===== src/rtl/vga_timing_pkg.sv =====
// Shared helpers and types for the VGA raster engine: line/frame totals, counter widths,
// per-channel colour enables and sync polarity.
package vga_timing_pkg;

    localparam int unsigned PIX_COORD_W = 10;
    localparam int unsigned UF_CNT_W    = 16;

    typedef enum logic {
        SYNC_ACTIVE_LOW  = 1'b0,
        SYNC_ACTIVE_HIGH = 1'b1
    } sync_pol_e;

    typedef struct packed {
        logic r;
        logic g;
        logic b;
    } rgb_on_t;

    function automatic int unsigned h_total(input int unsigned active, input int unsigned front,
                                            input int unsigned sync, input int unsigned back);
        return active + front + sync + back;
    endfunction

    function automatic int unsigned v_total(input int unsigned active, input int unsigned front,
                                            input int unsigned sync, input int unsigned back);
        return active + front + sync + back;
    endfunction

    function automatic int unsigned cnt_width(input int unsigned total);
        return (total < 32'd2) ? 32'd1 : $clog2(total);
    endfunction

    // Bar k lights R/G/B from bits 2/1/0 of its index.
    function automatic rgb_on_t bar_color(input logic [2:0] k);
        rgb_on_t c;
        c.r = k[2];
        c.g = k[1];
        c.b = k[0];
        return c;
    endfunction

endpackage


===== src/rtl/vga_sync_counter.sv =====
// Pixel-tick divider, horizontal/vertical raster counters and the stage-0 region decode.
module vga_sync_counter
    import vga_timing_pkg::*;
#(
    parameter int unsigned H_ACTIVE = 640,
    parameter int unsigned H_FRONT  = 16,
    parameter int unsigned H_SYNC   = 96,
    parameter int unsigned H_BACK   = 48,
    parameter int unsigned V_ACTIVE = 480,
    parameter int unsigned V_FRONT  = 11,
    parameter int unsigned V_SYNC   = 2,
    parameter int unsigned V_BACK   = 31,
    parameter int unsigned CLK_DIV  = 2,
    localparam int unsigned H_W = cnt_width(h_total(H_ACTIVE, H_FRONT, H_SYNC, H_BACK)),
    localparam int unsigned V_W = cnt_width(v_total(V_ACTIVE, V_FRONT, V_SYNC, V_BACK))
) (
    input  logic           clk_i,
    input  logic           rst_ni,
    input  logic           enable_i,
    output logic           tick_o,
    output logic           pclk_o,
    output logic [H_W-1:0] h_o,
    output logic [V_W-1:0] v_o,
    output logic           active_o,
    output logic           hs_o,
    output logic           vs_o,
    output logic           first_o
);

    localparam int unsigned H_TOTAL = h_total(H_ACTIVE, H_FRONT, H_SYNC, H_BACK);
    localparam int unsigned V_TOTAL = v_total(V_ACTIVE, V_FRONT, V_SYNC, V_BACK);
    localparam int unsigned DIV_W   = cnt_width(CLK_DIV);

    localparam logic [DIV_W-1:0] DIV_LAST = DIV_W'(CLK_DIV - 1);
    localparam logic [DIV_W-1:0] DIV_HALF = DIV_W'(CLK_DIV / 2);
    localparam logic [H_W-1:0]   H_LAST   = H_W'(H_TOTAL - 1);
    localparam logic [V_W-1:0]   V_LAST   = V_W'(V_TOTAL - 1);
    localparam logic [H_W-1:0]   H_ACT    = H_W'(H_ACTIVE);
    localparam logic [V_W-1:0]   V_ACT    = V_W'(V_ACTIVE);
    localparam logic [H_W-1:0]   HS_BEGIN = H_W'(H_ACTIVE + H_FRONT);
    localparam logic [H_W-1:0]   HS_END   = H_W'(H_ACTIVE + H_FRONT + H_SYNC);
    localparam logic [V_W-1:0]   VS_BEGIN = V_W'(V_ACTIVE + V_FRONT);
    localparam logic [V_W-1:0]   VS_END   = V_W'(V_ACTIVE + V_FRONT + V_SYNC);

    logic [DIV_W-1:0] div_q, div_d;
    logic [H_W-1:0]   h_q, h_d;
    logic [V_W-1:0]   v_q, v_d;

    assign tick_o   = (div_q == DIV_LAST) && enable_i;
    assign pclk_o   = (div_q < DIV_HALF);
    assign h_o      = h_q;
    assign v_o      = v_q;
    assign active_o = (h_q < H_ACT) && (v_q < V_ACT);
    assign hs_o     = (h_q >= HS_BEGIN) && (h_q < HS_END);
    assign vs_o     = (v_q >= VS_BEGIN) && (v_q < VS_END);
    assign first_o  = (h_q == {H_W{1'b0}}) && (v_q == {V_W{1'b0}});

    // Next divider/raster position; nothing moves while enable is low.
    always_comb begin
        div_d = div_q;
        h_d   = h_q;
        v_d   = v_q;
        if (!enable_i) begin
            div_d = div_q;
        end else if (div_q == DIV_LAST) begin
            div_d = {DIV_W{1'b0}};
        end else begin
            div_d = div_q + DIV_W'(1);
        end
        if (tick_o) begin
            if (h_q == H_LAST) begin
                h_d = {H_W{1'b0}};
                if (v_q == V_LAST) begin
                    v_d = {V_W{1'b0}};
                end else begin
                    v_d = v_q + V_W'(1);
                end
            end else begin
                h_d = h_q + H_W'(1);
            end
        end else begin
            h_d = h_q;
        end
    end

    // Divider and raster counter registers.
    always_ff @(posedge clk_i or negedge rst_ni) begin
        if (!rst_ni) begin
            div_q <= {DIV_W{1'b0}};
            h_q   <= {H_W{1'b0}};
            v_q   <= {V_W{1'b0}};
        end else begin
            div_q <= div_d;
            h_q   <= h_d;
            v_q   <= v_d;
        end
    end

endmodule


===== src/rtl/vga_timing_generator.sv =====
// VGA raster engine: issues pixel fetches, realigns returned colour with delayed sync/blank.
// Optional colour-bar generator enabled by defining VGA_TEST_PATTERN_EN.
module vga_timing_generator
    import vga_timing_pkg::*;
#(
    parameter int unsigned H_ACTIVE      = 640,
    parameter int unsigned H_FRONT       = 16,
    parameter int unsigned H_SYNC        = 96,
    parameter int unsigned H_BACK        = 48,
    parameter int unsigned V_ACTIVE      = 480,
    parameter int unsigned V_FRONT       = 11,
    parameter int unsigned V_SYNC        = 2,
    parameter int unsigned V_BACK        = 31,
    parameter sync_pol_e   HSYNC_POL     = SYNC_ACTIVE_LOW,
    parameter sync_pol_e   VSYNC_POL     = SYNC_ACTIVE_LOW,
    parameter int unsigned CLK_DIV       = 2,
    parameter int unsigned COLOR_BITS    = 4,
    parameter int unsigned FETCH_LATENCY = 2
) (
    input  logic                    clk,
    input  logic                    reset,
    input  logic                    enable,
`ifdef VGA_TEST_PATTERN_EN
    input  logic                    pattern_sel,
`endif
    output logic                    pix_req,
    output logic [PIX_COORD_W-1:0]  pix_x,
    output logic [PIX_COORD_W-1:0]  pix_y,
    input  logic [3*COLOR_BITS-1:0] pix_data,
    input  logic                    pix_valid,
    output logic [COLOR_BITS-1:0]   VGA_R,
    output logic [COLOR_BITS-1:0]   VGA_G,
    output logic [COLOR_BITS-1:0]   VGA_B,
    output logic                    VGA_HSYNC,
    output logic                    VGA_VSYNC,
    output logic                    VGA_PIXEL_CLOCK,
    output logic                    frame_start,
    output logic [UF_CNT_W-1:0]     underflow_count
);

    localparam int unsigned H_W   = cnt_width(h_total(H_ACTIVE, H_FRONT, H_SYNC, H_BACK));
    localparam int unsigned V_W   = cnt_width(v_total(V_ACTIVE, V_FRONT, V_SYNC, V_BACK));
    localparam int unsigned RGB_W = 3 * COLOR_BITS;
    localparam logic        HS_IDLE = ~HSYNC_POL;
    localparam logic        VS_IDLE = ~VSYNC_POL;

    typedef struct packed {
        logic active;
        logic hs;
        logic vs;
        logic first;
`ifdef VGA_TEST_PATTERN_EN
        logic [2:0] bar;
`endif
    } stage_t;

    logic           tick_s, pclk_s, active_s, hs_s, vs_s, first_s;
    logic [H_W-1:0] h_s;
    logic [V_W-1:0] v_s;
    stage_t         stage0_s, last_s;
    stage_t         pipe_q [FETCH_LATENCY];

    logic                   pix_req_q, pix_req_d;
    logic [PIX_COORD_W-1:0] pix_x_q, pix_x_d, pix_y_q, pix_y_d;
    logic [RGB_W-1:0]       rgb_q, rgb_d;
    logic                   hsync_q, hsync_d, vsync_q, vsync_d;
    logic                   pclk_q, pclk_d, frame_q, frame_d;
    logic [UF_CNT_W-1:0]    uf_q, uf_d;

    vga_sync_counter #(
        .H_ACTIVE (H_ACTIVE), .H_FRONT (H_FRONT), .H_SYNC (H_SYNC), .H_BACK (H_BACK),
        .V_ACTIVE (V_ACTIVE), .V_FRONT (V_FRONT), .V_SYNC (V_SYNC), .V_BACK (V_BACK),
        .CLK_DIV  (CLK_DIV)
    ) u_sync_counter (
        .clk_i    (clk),
        .rst_ni   (reset),
        .enable_i (enable),
        .tick_o   (tick_s),
        .pclk_o   (pclk_s),
        .h_o      (h_s),
        .v_o      (v_s),
        .active_o (active_s),
        .hs_o     (hs_s),
        .vs_o     (vs_s),
        .first_o  (first_s)
    );

    // Pack the stage-0 decode that travels alongside the fetch.
    always_comb begin
        stage0_s        = '0;
        stage0_s.active = active_s;
        stage0_s.hs     = hs_s;
        stage0_s.vs     = vs_s;
        stage0_s.first  = first_s;
`ifdef VGA_TEST_PATTERN_EN
        stage0_s.bar    = 3'(h_s / H_W'(H_ACTIVE / 8));
`endif
    end

    assign last_s = pipe_q[FETCH_LATENCY-1];

    // Fetch-latency shift register, advancing once per pixel tick.
    always_ff @(posedge clk or negedge reset) begin
        if (!reset) begin
            for (int i = 0; i < FETCH_LATENCY; i++) pipe_q[i] <= '0;
        end else if (tick_s) begin
            pipe_q[0] <= stage0_s;
            for (int i = 1; i < FETCH_LATENCY; i++) pipe_q[i] <= pipe_q[i-1];
        end
    end

`ifdef VGA_TEST_PATTERN_EN
    rgb_on_t          bar_on_s;
    logic [RGB_W-1:0] pat_rgb_s;
    assign bar_on_s  = bar_color(last_s.bar);
    assign pat_rgb_s = {{COLOR_BITS{bar_on_s.r}}, {COLOR_BITS{bar_on_s.g}}, {COLOR_BITS{bar_on_s.b}}};
`endif

    // Request, output-stage and underflow next-state logic.
    always_comb begin
        pix_req_d = tick_s && active_s;
        pix_x_d   = pix_x_q;
        pix_y_d   = pix_y_q;
        rgb_d     = rgb_q;
        hsync_d   = hsync_q;
        vsync_d   = vsync_q;
        pclk_d    = enable && pclk_s;
        frame_d   = 1'b0;
        uf_d      = uf_q;
        if (pix_req_d) begin
            pix_x_d = PIX_COORD_W'(h_s);
            pix_y_d = PIX_COORD_W'(v_s);
        end else begin
            pix_x_d = pix_x_q;
        end
        if (!enable) begin
            rgb_d   = {RGB_W{1'b0}};
            hsync_d = HS_IDLE;
            vsync_d = VS_IDLE;
        end else if (tick_s) begin
            hsync_d = last_s.hs ~^ HSYNC_POL;
            vsync_d = last_s.vs ~^ VSYNC_POL;
            frame_d = last_s.first;
            if (!last_s.active) begin
                rgb_d = {RGB_W{1'b0}};
`ifdef VGA_TEST_PATTERN_EN
            end else if (pattern_sel) begin
                rgb_d = pat_rgb_s;
`endif
            end else if (pix_valid) begin
                rgb_d = pix_data;
            end else begin
                rgb_d = {RGB_W{1'b0}};
                uf_d  = (uf_q == 16'hFFFF) ? uf_q : uf_q + 16'd1;
            end
        end else begin
            rgb_d = rgb_q;
        end
    end

    // Output registers.
    always_ff @(posedge clk or negedge reset) begin
        if (!reset) begin
            pix_req_q <= 1'b0;
            pix_x_q   <= {PIX_COORD_W{1'b0}};
            pix_y_q   <= {PIX_COORD_W{1'b0}};
            rgb_q     <= {RGB_W{1'b0}};
            hsync_q   <= HS_IDLE;
            vsync_q   <= VS_IDLE;
            pclk_q    <= 1'b0;
            frame_q   <= 1'b0;
            uf_q      <= {UF_CNT_W{1'b0}};
        end else begin
            pix_req_q <= pix_req_d;
            pix_x_q   <= pix_x_d;
            pix_y_q   <= pix_y_d;
            rgb_q     <= rgb_d;
            hsync_q   <= hsync_d;
            vsync_q   <= vsync_d;
            pclk_q    <= pclk_d;
            frame_q   <= frame_d;
            uf_q      <= uf_d;
        end
    end

    assign pix_req         = pix_req_q;
    assign pix_x           = pix_x_q;
    assign pix_y           = pix_y_q;
    assign VGA_R           = rgb_q[3*COLOR_BITS-1:2*COLOR_BITS];
    assign VGA_G           = rgb_q[2*COLOR_BITS-1:COLOR_BITS];
    assign VGA_B           = rgb_q[COLOR_BITS-1:0];
    assign VGA_HSYNC       = hsync_q;
    assign VGA_VSYNC       = vsync_q;
    assign VGA_PIXEL_CLOCK = pclk_q;
    assign frame_start     = frame_q;
    assign underflow_count = uf_q;

endmodule

===== config.mk =====
export PLATFORM = sky130hd
export DESIGN_NAME = vga_timing_generator
export DESIGN_NICKNAME = d
export VERILOG_FILES = /design/src/rtl/vga_timing_pkg.sv /design/src/rtl/vga_sync_counter.sv /design/src/rtl/vga_timing_generator.sv
export SDC_FILE = /design/constraint.sdc
export NUM_CORES = 1
export LEC_CHECK = 0
export ABC_AREA = 0
export BUFFER_PORTS_ARGS = -buffer_cell sky130_fd_sc_hd__buf_4
export CELL_PAD_IN_SITES_DETAIL_PLACEMENT = 1
export CELL_PAD_IN_SITES_GLOBAL_PLACEMENT = 2
export CORE_UTILIZATION = 30
export DETAILED_ROUTE_END_ITERATION = 16
export GPL_ROUTABILITY_DRIVEN = 0
export PLACE_DENSITY = 0.66
export SKIP_LAST_GASP = 1
export SYNTH_ARGS = -nofsm -noshare
export SYNTH_HDL_FRONTEND = slang
export SYNTH_SLANG_ARGS = --single-unit
export TNS_END_PERCENT = 1

===== constraint.sdc =====
create_clock -name clk -period 2.7 [get_ports clk]
set_input_delay 0.135 -clock clk [delete_from_list [all_inputs] [get_ports clk]]
set_output_delay 0.135 -clock clk [all_outputs]
set_load 0.005 [all_outputs]

==> results.rst, run 1 <==
.. list-table::
   :header-rows: 1

   * - Metric
     - Value
   * - Run status
     - finished, violations left
   * - Failing checks
     - negative hold slack
   * - Pin count of the biggest net entering global routing
     - 83
   * - Clock-pin slew on the worst setup and hold paths
     - around 0.060 ns
   * - Area enclosed by the die boundary
     - 0.0128 sq mm
   * - Final setup TNS
     - 0 ns
   * - Dominant cells by area after synthesis
     - sky130_fd_sc_hd__dfrtp_1 (54%), sky130_fd_sc_hd__mux2_2 (6.4%), sky130_fd_sc_hd__nand2_1 (4.0%)
   * - Largest incremental delay on the critical path
     - 0.54 ns
   * - Layout cell share with drive strength beyond 1
     - 30.5%
   * - Final hold violation count
     - 10
   * - Achievable Freq
     - between 400 and 500 MHz
   * - Number of buffers inserted by port buffering
     - 68
   * - Number of sinks handled by clock tree synthesis
     - 82
   * - Peak supply drop
     - ~0.26 mV
   * - Clock buffers created by TritonCTS
     - 9
   * - Netlist area before placement
     - between 0.003 and 0.004 sq mm
   * - Leakage power total
     - between 2 and 2.5 nW
   * - Relative slew slack
     - between 20% and 30%
   * - Instance count after placement with tap cells included
     - 521
   * - Layout Cells excl Fill
     - between 500 and 600
   * - Count of standard-cell rows
     - 40
   * - Average via count per standard cell
     - 4.97
   * - Number of levels in the clock H-tree
     - 3
   * - Endpoint class of the critical path
     - flip-flop
   * - Async SR Flop Fraction
     - between 90% and 100%
   * - Area of combinational cells with multiple inputs
     - 0.00147 sq mm
   * - Footprint of the flip-flops and latches
     - ~0.0021 sq mm
   * - Router iterations before antenna repair
     - 4
   * - Half-perimeter wire length after detailed placement
     - around 5600 um
   * - Top post-synthesis cells by count
     - sky130_fd_sc_hd__dfrtp_1 (80), sky130_fd_sc_hd__nand2_1 (39), sky130_fd_sc_hd__mux2_2 (21)
   * - Die height
     - between 100 and 150 um
   * - Antenna diode instance count
     - 0
   * - Slowest stage cell, crit path
     - sky130_fd_sc_hd__or4_4
   * - Count of cells resized by post-cts repair
     - 0
   * - Number of different library cells in the post-synthesis netlist
     - 49
   * - Initial DRC count
     - 130
   * - Layout overhead on the synthesized area
     - 26.9%
   * - Vias
     - 2701
   * - Critical Path Fanout Max
     - 7
   * - Register bit count reported by yosys
     - 82
   * - Worst hold slack after final layout
     - -0.0130 ns
   * - WS Path Type
     - reg2reg
   * - Required time at the worst-slack endpoint
     - approximately 3.0 ns
   * - Routed length per placed instance
     - roughly 16 um
   * - Core region area
     - around 0.012 sq mm
   * - RSZ-0062 raised after global routing
     - no
   * - Max Transition Viols Final
     - 0
   * - Library cell with the highest instance count after synthesis
     - sky130_fd_sc_hd__dfrtp_1
   * - Clock Tree Root
     - sky130_fd_sc_hd__clkbuf_16
   * - Total power divided by cell area
     - 629 mW/mm^2
   * - Min-Delay Path Class
     - in2async
   * - Routed wire length
     - just under 9000 um
   * - Insertion delay of the later-clocked pin in the worst-skew pair
     - approximately 0.34 ns
   * - Total global routing track utilization
     - between 10% and 20%
   * - Number of global-route vias before repair
     - 2888
   * - Cell repeated most along the worst path
     - sky130_fd_sc_hd__nand3_1
   * - Number of antenna violations at the first check in global routing
     - 0
   * - Final setup violating endpoints
     - 0
   * - Element type at the critical path start
     - flip-flop
   * - Period Utilization, post-route
     - roughly three quarters
   * - Dominant cell type by area after synthesis
     - sky130_fd_sc_hd__dfrtp_1
   * - Yosys synthesis warning count
     - 0
   * - Worst clock skew
     - 0.00611 ns
   * - Mean instance size in the synthesized netlist
     - ~12 sq um
   * - Cell breakdown of the critical path
     - ha_1 -> nand3_1 -> or4_4 -> or4_1 -> nand3_1
   * - Sequential share of the synthesized area
     - 55.5%
   * - TritonCTS clock tree
     - built
   * - Post-layout total power
     - around 3 mW
   * - Least-Margin Pin Slew
     - 1.05 ns
   * - Number of synthesized flops with an enable pin
     - 0
   * - Number of nets in the layout
     - 414
   * - Max-Cap Viols
     - 0
   * - Filler Cell Count
     - ~1.3k
   * - Starting density of the core
     - a little under a third
   * - Grt ovf
     - 0
   * - Minimum period implied by the final worst setup slack
     - ~2.0 ns
   * - Synthesized instance count
     - around 320
   * - Area share of the leading cell type in the synthesized netlist
     - between 50% and 60%
   * - Residual DRC count
     - 0
   * - Number of primary I/O pins
     - approximately 70
   * - Max Buffers Root-to-Sink
     - 2
   * - Width of the die
     - 113 um
   * - Signal arrival time at the worst endpoint
     - 2.31 ns
   * - Remaining antenna violation count
     - 0
   * - Core Util, Final
     - about two fifths
   * - Synthesized Nets
     - between 300 and 400
   * - Main flop type after synthesis
     - sky130_fd_sc_hd__dfrtp_1
   * - Wire length of the first global-routing pass
     - about 15000 um
-- final timing paths --
kind / from / to / slack, ns / depth (start not counted)
setup / recovery: u_sync_counter.h_o[0] / u_sync_counter.v_o[9] / 0.67 / 5
hold / removal: reset / underflow_count[9] / -0.01 / 1
setup reg to reg: u_sync_counter.h_o[0] / u_sync_counter.v_o[9] / 0.67 / 5
hold reg to reg: pipe_q[6] / last_s[2] / 0.47 / 2
max in group asynchronous: reset / pix_y[2] / 2.05 / 1
min in group clk: pix_data[7] / rgb_q[7] / 0.02 / 2
-- placed cells by master (no fill, tap or decap), drive strengths merged, types with 5 or more instances in the layout --
cell type / netlist / layout
clkbuf: 14 / 10
dfrtp: 80 / 80
buf: 4 / 76
dlygate4sd3: 0 / 7
and2: 5 / 5
nor3: 8 / 8
inv: 7 / 7
mux2: 21 / 21
nand2: 39 / 39
nand4: 12 / 12
a22o: 12 / 12
or4: 5 / 5
o21ai: 7 / 7
nand3: 14 / 14
and4: 5 / 5
nor2: 8 / 8
xor2: 11 / 11
and3: 11 / 11
xnor2: 13 / 13
ha: 6 / 6
-- cell families after synthesis --
kind of cell	after synthesis	share of synthesized area [%]
and+or+nand+nor	122	18.4
DFF	82	55.5
AOI/OAI and AO/OA	36	7.30
buffers and inverters	26	4.73
xor gates and xnor gates	24	5.68
muxes	21	6.39
adders and majority gates	6	2.03
-- power breakdown --
part	internal (mW)	total (mW)	switching [mW]
registers	1.28	1.38	0.100
logic	0.101	0.244	0.143
clock network	0.829	1.33	0.502
total	2.21	2.95	0.745
-- metrics by stage --
stage | cell area [sq um] | hold slack (ns) | setup slack (ns)
5_1_grt | 4700 | 0.00965 | 0.565
3_3_place_gp | 4310 | 0.347 | 0.776
2_1_floorplan | 3700 | -0.161 | 0.851
3_5_place_dp | 4310 | 0.351 | 0.712
6_report | 4700 | -0.0130 | 0.667
4_1_cts | 4700 | 0.00148 | 0.643
-- metal layers --
layer	vias to the layer above	part of all wire [%]	global-route usage, %
met5	-	0	0
met4	0	2.3	7.89
met3	12	3.5	3.11
met2	52	46	23.3
met1	1358	48	19.9
li1	1279	-	-
-- registers in the layout, summed over array words and instances, names as in the netlist, 4 cells and up --
| signal | cells |
|---|---|
| last_s | 4 |
| pipe_q | 4 |
| pix_x | 10 |
| pix_y | 10 |
| rgb_q | 12 |
| u_sync_counter.h_o | 10 |
| u_sync_counter.v_o | 10 |
| underflow_count | 16 |
-- layout make-up --
| class | instances | share of cell area (%) |
|---|---|---|
| Tap cell | 147 | 3.92 |
| Sequential cell | 82 | 43.7 |
| Multi-Input combinational cell | 209 | 31.4 |
| Clock inverter | 6 | 1.70 |
| Inverter | 7 | 0.559 |
| Clock buffer | 10 | 5.09 |
| Timing Repair Buffer | 83 | 13.6 |
-- critical path: cells and delay by family (launching register included) --
| kind | cells | cell delay, ns |
|---|---|---|
| flip-flops | 1 | 0.46 |
| AND/OR/NAND/NOR | 4 | 1.27 |
| adder cells (fa/ha/maj) | 1 | 0.24 |
-- repair_timing --
| item | CTS | global route |
|---|---|---|
| setup buffers | 0 | 0 |
| hold buffers | 7 | 0 |
| endpoints found under the hold margin | 8 | 0 |
Power figures use the tool's default switching activity.
==> run 2: changes to the inputs <==
==> constraint.sdc (replaced) <==
create_clock -name clk -period 2 [get_ports clk]
set_input_delay 0.1 -clock clk [delete_from_list [all_inputs] [get_ports clk]]
set_output_delay 0.1 -clock clk [all_outputs]
set_load 0.005 [all_outputs]
==> results.rst, run 2 (synthesis gave the netlist of run 1 again) <==
.. list-table::
   :header-rows: 1

   * - Metric
     - Value
   * - Vias
     - ~2.8k
   * - Core region area
     - roughly 0.012 sq mm
   * - Routed wire length
     - 8870 um
   * - Average via count per standard cell
     - slightly below 5
   * - Max Buffers Root-to-Sink
     - 2
   * - Number of global-route vias before repair
     - a little under 3k
   * - Post-CTS setup repair buffer count
     - 0
   * - Min-Delay Path Class
     - in2async
   * - Kind of cell with the highest combined delay on the critical path
     - simple AND/OR/NAND/NOR gates
   * - Clock-pin slew on the worst setup and hold paths
     - around 0.060 ns
   * - Wire length of the first global-routing pass
     - about 15000 um
   * - Critical path buffers and inverters
     - 0
   * - Number of buffers inserted by port buffering
     - about 70
   * - Starting density of the core
     - between 30% and 40%
   * - Clock Tree Root
     - sky130_fd_sc_hd__clkbuf_16
   * - Worst clock skew
     - approximately 0.0059 ns
   * - TritonCTS clock tree
     - built
   * - Number of levels in the clock H-tree
     - 3
   * - Signal arrival time at the worst endpoint
     - about 2.2 ns
   * - Max Transition Viols Final
     - 0
   * - Die height
     - 113 um
   * - Max-Cap Viols
     - 0
   * - Count of standard-cell rows
     - 40
   * - Met3 Usage GRT
     - under 10%
   * - Element type at the critical path start
     - flip-flop
   * - Final hold violation count
     - 0
   * - Largest incremental delay on the critical path
     - ~0.52 ns
   * - Width of the die
     - 113 um
   * - Antenna diode instance count
     - 0
   * - Total global routing track utilization
     - about 15%
   * - WS Path Type
     - reg2reg
   * - Number of antenna violations at the first check in global routing
     - 0
   * - Filler Cell Count
     - 1309
   * - Residual DRC count
     - 0
   * - Half-perimeter wire length after detailed placement
     - between 6000 and 7000 um
   * - Area of combinational cells with multiple inputs
     - 0.00147 sq mm
   * - Insertion delay of the later-clocked pin in the worst-skew pair
     - 0.33 ns
   * - Number of nets in the layout
     - 434
   * - Remaining antenna violation count
     - 0
   * - Period Utilization, post-route
     - a little over nine tenths
   * - Leakage power total
     - approximately 2.4 nW
   * - Critical Path Fanout Max
     - 5
   * - Layout cell share with drive strength beyond 1
     - a little under a third
   * - Number of sinks handled by clock tree synthesis
     - approximately 80
   * - Commonest non-fill, non-tap cells in the layout
     - sky130_fd_sc_hd__buf_4 (88), sky130_fd_sc_hd__dfrtp_1 (80), sky130_fd_sc_hd__nand2_1 (39), sky130_fd_sc_hd__mux2_2 (21)
   * - Number of flip-flops under the largest register name
     - 16
   * - Worst hold slack after final layout
     - 0.239 ns
   * - Least-Margin Pin Slew
     - ~0.48 ns
   * - Relative slew slack
     - between 60% and 70%
   * - Peak supply drop
     - 0.304 mV
   * - RSZ-0062 raised after global routing
     - no
   * - Most common cell after layout, fill and taps aside
     - sky130_fd_sc_hd__buf_4
   * - Routed length per placed instance
     - between 15 and 20 um
   * - Initial DRC count
     - 86
   * - Met2 demand-to-capacity share in global routing
     - between 20% and 30%
   * - Most utilized layer in the global route result
     - met2
   * - Endpoint class of the critical path
     - flip-flop
   * - Cell breakdown of the critical path
     - ha_1 -> nand3_1 -> or4_4 -> or4_1 -> nand3_1
   * - Cell repeated most along the worst path
     - sky130_fd_sc_hd__nand3_1
   * - Footprint of the flip-flops and latches
     - around 0.002 sq mm
   * - Final setup violating endpoints
     - 0
   * - Slowest stage cell, crit path
     - sky130_fd_sc_hd__or4_4
   * - Required time at the worst-slack endpoint
     - between 2 and 2.5 ns
   * - Number of primary I/O pins
     - approximately 70
   * - Minimum period implied by the final worst setup slack
     - roughly 1.9 ns
   * - Met1 Usage GRT
     - 19.6%
   * - Layout overhead on the synthesized area
     - 30.4%
   * - Final setup TNS
     - 0 ns
   * - Total power divided by cell area
     - slightly below 800 mW/mm^2
   * - Router iterations before antenna repair
     - 4
   * - Pin count of the biggest net entering global routing
     - 36
   * - Grt ovf
     - 0
   * - Run status
     - completed
   * - Achievable Freq
     - about 530 MHz
   * - Area enclosed by the die boundary
     - 0.0128 sq mm
   * - Clock buffers created by TritonCTS
     - 9
## run 2: cell types whose count changed in the layout (fill, tap and decap cells not counted), sizes merged
cell / delta
dlygate4sd3: +7
bufinv: -2
buf: +13
clkbuf: +6
clkinv: -4
## run 2: power breakdown
group          leakage [nW]  internal, mW  switching [mW]  total, mW
clock network         0.131         0.913           0.632       1.54
registers              1.11          1.73          0.0977       1.82
logic                  1.17         0.179           0.235      0.414
## run 2: final cells by class
cell class	instances	area share, %
Multi-Input combinational cell	209	30.5
Sequential cell	82	42.5
Clock buffer	16	5.62
Inverter	7	0.544
Tap cell	147	3.81
Timing Repair Buffer	103	17.0
## run 2: per-layer routing
metal	up-vias	part of all wire [%]
met3	12	3.3
met2	53	47
met4	0	1.8
met1	1401	47
met5	-	0
li1	1325	-
## run 2: repair_timing
action / 4_1_cts / 5_1_grt
hold buffers: 14 / 0
endpoints found under the hold margin: 40 / 0
resized for setup: 0 / 0
## run 2: path summary, 6_finish.rpt
kind | startpoint | endpoint | slack (ns) | cells past startpoint
max | u_sync_counter.h_o[1] | u_sync_counter.v_o[9] | 0.1 | 5
min | reset | underflow_count[8] | 0.24 | 2
min in group clk | pix_valid | underflow_count[2] | 0.41 | 5
max reg2reg | u_sync_counter.h_o[1] | u_sync_counter.v_o[9] | 0.1 | 5
max in group asynchronous | reset | u_sync_counter.v_o[4] | 1.12 | 3
min reg2reg | pipe_q[6] | last_s[2] | 0.47 | 2
## run 2: metrics by stage
step | instances | utilization, % | setup slack [ns] | power (mW) | cell area [sq um]
after global routing | 564 | 40.2 | 0.00702 | 3.97 | 4830
after global placement | 534 | 36.8 | 0.163 | 2.25 | 4420
final | 564 | 40.2 | 0.0987 | 3.78 | 4830
after CTS | 564 | 40.2 | 0.0799 | 3.85 | 4830
after detailed placement | 534 | 36.8 | 0.0945 | 2.26 | 4420
after floorplan | 317 | - | 0.151 | 2.11 | 3700
==> run 3: changes to the inputs <==
--- a/config.mk
+++ b/config.mk
@@ -12,7 +12,7 @@
 export CORE_UTILIZATION = 30
 export DETAILED_ROUTE_END_ITERATION = 16
 export GPL_ROUTABILITY_DRIVEN = 0
-export PLACE_DENSITY = 0.66
+export PLACE_DENSITY_LB_ADDON = 0.1
 export SKIP_LAST_GASP = 1
 export SYNTH_ARGS = -nofsm -noshare
 export SYNTH_HDL_FRONTEND = slang
==> results.rst, run 3 (synthesis gave the netlist of run 1 again) <==
.. list-table::
   :header-rows: 1

   * - Metric
     - Value
   * - R2R depth
     - 5
   * - Die height
     - between 100 and 150 um
   * - Residual DRC count
     - 0
   * - Remaining antenna violation count
     - 0
   * - Largest incremental delay on the critical path
     - just over 0.5 ns
   * - Number of primary I/O pins
     - a little under 70
   * - Signal arrival time at the worst endpoint
     - roughly 2.2 ns
   * - Antenna diode instance count
     - 0
   * - Slowest stage cell, crit path
     - sky130_fd_sc_hd__or4_4
   * - Pin count of the biggest net entering global routing
     - 52
   * - Endpoint class of the critical path
     - flip-flop
   * - Minimum period implied by the final worst setup slack
     - approximately 1.9 ns
   * - Kind of cell with the highest combined delay on the critical path
     - simple AND/OR/NAND/NOR gates
   * - Routed wire length
     - 8930 um
   * - Insertion delay of the later-clocked pin in the worst-skew pair
     - 0.35 ns
   * - Achievable Freq
     - 535 MHz
   * - Max-Cap Viols
     - 0
   * - Clock-pin slew on the worst setup and hold paths
     - 0.06 ns
   * - Number of nets in the layout
     - 436
   * - Starting density of the core
     - between 30% and 40%
   * - Footprint of the flip-flops and latches
     - approximately 0.002 sq mm
   * - Origin of the critical flop-to-flop path
     - u_sync_counter.h_o[1]
   * - Critical path buffers and inverters
     - 0
   * - Grt ovf
     - 0
   * - Number of levels in the clock H-tree
     - 3
   * - Number of buffers inserted by port buffering
     - slightly below 70
   * - Count of cells resized by post-cts repair
     - 0
   * - Area enclosed by the die boundary
     - 0.0128 sq mm
   * - Period Utilization, post-route
     - 93.5%
   * - Clock buffers created by TritonCTS
     - 9
   * - Number of global-route vias before repair
     - 2859
   * - Average via count per standard cell
     - 4.85
   * - Max Buffers Root-to-Sink
     - 2
   * - Reg2reg setup slack
     - between 0.1 and 0.15 ns
   * - Worst hold slack after final layout
     - roughly 0.24 ns
   * - Critical Path Fanout Max
     - 5
   * - Reg-to-Reg End
     - u_sync_counter.v_o[9]
   * - Leakage power total
     - ~2.5 nW
   * - Relative slew slack
     - approximately two fifths
   * - Number of flip-flops under the largest register name
     - 16
   * - Core region area
     - 0.0120 sq mm
   * - RSZ-0062 raised after global routing
     - no
   * - Cell repeated most along the worst path
     - sky130_fd_sc_hd__nand3_1
   * - Area of combinational cells with multiple inputs
     - 0.00147 sq mm
   * - Final setup TNS
     - 0 ns
   * - Number of sinks handled by clock tree synthesis
     - between 80 and 90
   * - Required time at the worst-slack endpoint
     - between 2 and 2.5 ns
   * - Total power divided by cell area
     - a little over 800 mW/mm^2
   * - TritonCTS clock tree
     - built
   * - Run status
     - completed
   * - Total global routing track utilization
     - roughly 16%
   * - Vias
     - approximately 2.7k
   * - Half-perimeter wire length after detailed placement
     - 6090 um
   * - WS Path Type
     - reg2reg
   * - Final hold violation count
     - 0
   * - Layout overhead on the synthesized area
     - 31.8%
   * - Commonest non-fill, non-tap cells in the layout
     - sky130_fd_sc_hd__buf_4 (90), sky130_fd_sc_hd__dfrtp_1 (80), sky130_fd_sc_hd__nand2_1 (39), sky130_fd_sc_hd__mux2_2 (21)
   * - Final setup violating endpoints
     - 0
   * - Element type at the critical path start
     - flip-flop
   * - Cell breakdown of the critical path
     - ha_1 -> nand3_1 -> or4_4 -> or4_1 -> nand3_1
   * - Min-Delay Path Class
     - in2async
   * - Clock Tree Root
     - sky130_fd_sc_hd__clkbuf_16
   * - Max Transition Viols Final
     - 0
   * - Count of standard-cell rows
     - 40
   * - Width of the die
     - roughly 110 um
   * - Termination of the worst setup path
     - u_sync_counter.v_o[9]
   * - Wire length of the first global-routing pass
     - around 15000 um
   * - Cell depth of the worst setup path
     - 5
   * - Most common cell after layout, fill and taps aside
     - sky130_fd_sc_hd__buf_4
   * - Number of antenna violations at the first check in global routing
     - 0
   * - Post-CTS setup repair buffer count
     - 0
   * - Layout cell share with drive strength beyond 1
     - 32.5%
   * - Filler Cell Count
     - between 1k and 1.5k
   * - Router iterations before antenna repair
     - 4
   * - Worst setup startpoint
     - u_sync_counter.h_o[1]
   * - Hold-fix buffers at CTS
     - 14
   * - Peak supply drop
     - about 0.44 mV
   * - Worst clock skew
     - around 0.0076 ns
   * - Least-Margin Pin Slew
     - ~0.91 ns
   * - Initial DRC count
     - between 100 and 150
   * - Routed length per placed instance
     - about 16 um
## run 3: changes by cell type in the layout (fill, tap and decap cells not counted)
cell	previous run	this run
sky130_fd_sc_hd__clkbuf_1	5	0
sky130_fd_sc_hd__clkinv_2	0	3
sky130_fd_sc_hd__clkinvlp_4	0	1
sky130_fd_sc_hd__buf_4	88	90
sky130_fd_sc_hd__bufinv_16	0	1
## run 3: area by class of cell
type | instances | area share, %
flip-flops and latches | 82 | 42.1
well taps | 147 | 3.77
repair buffers | 105 | 17.1
clock buffers | 11 | 5.18
clock inverters | 5 | 1.08
multi-input cells | 209 | 30.2
inverters | 7 | 0.539
## run 3: worst reg2reg max path: stages, from the launching register on
cell	delay (ns)
sky130_fd_sc_hd__dfrtp_1	0.41
sky130_fd_sc_hd__ha_1	0.21
sky130_fd_sc_hd__nand3_1	0.10
sky130_fd_sc_hd__or4_4	0.51
sky130_fd_sc_hd__or4_1	0.48
sky130_fd_sc_hd__nand3_1	0.09
## run 3: worst min-delay path by stage
stage                     startpoint                   to
after global routing           reset  underflow_count[11]
after global placement         reset   underflow_count[9]
final                          reset  underflow_count[11]
after CTS                      reset  underflow_count[11]
after floorplan                reset      VGA_PIXEL_CLOCK
after detailed placement       reset   underflow_count[6]
## run 3: layer usage
metal  wire, um  part of all wire (%)  global-route usage [%]
met5          0                     0                       0
met4        167                   1.9                    6.84
met3        370                   4.1                    4.23
met2       4230                    47                    25.0
met1       4160                    47                    19.6
## run 3: through the flow
step	utilization (%)	setup slack (ns)	total power, mW	instance area, sq um	std cells
after floorplan	-	0.151	2.11	3700	317
after global placement	36.9	0.165	2.26	4430	536
after detailed placement	36.9	0.133	2.27	4430	536
after CTS	40.6	0.119	4.03	4880	566
after global routing	40.6	0.0230	4.13	4880	566
final	40.6	0.129	3.94	4880	566
## run 3: where the power goes
group / total [mW] / internal (mW) / switching (mW) / leakage, nW
clock: 1.70 / 1.03 / 0.668 / 0.151
combinational: 0.434 / 0.184 / 0.250 / 1.19
sequential: 1.81 / 1.73 / 0.0839 / 1.11
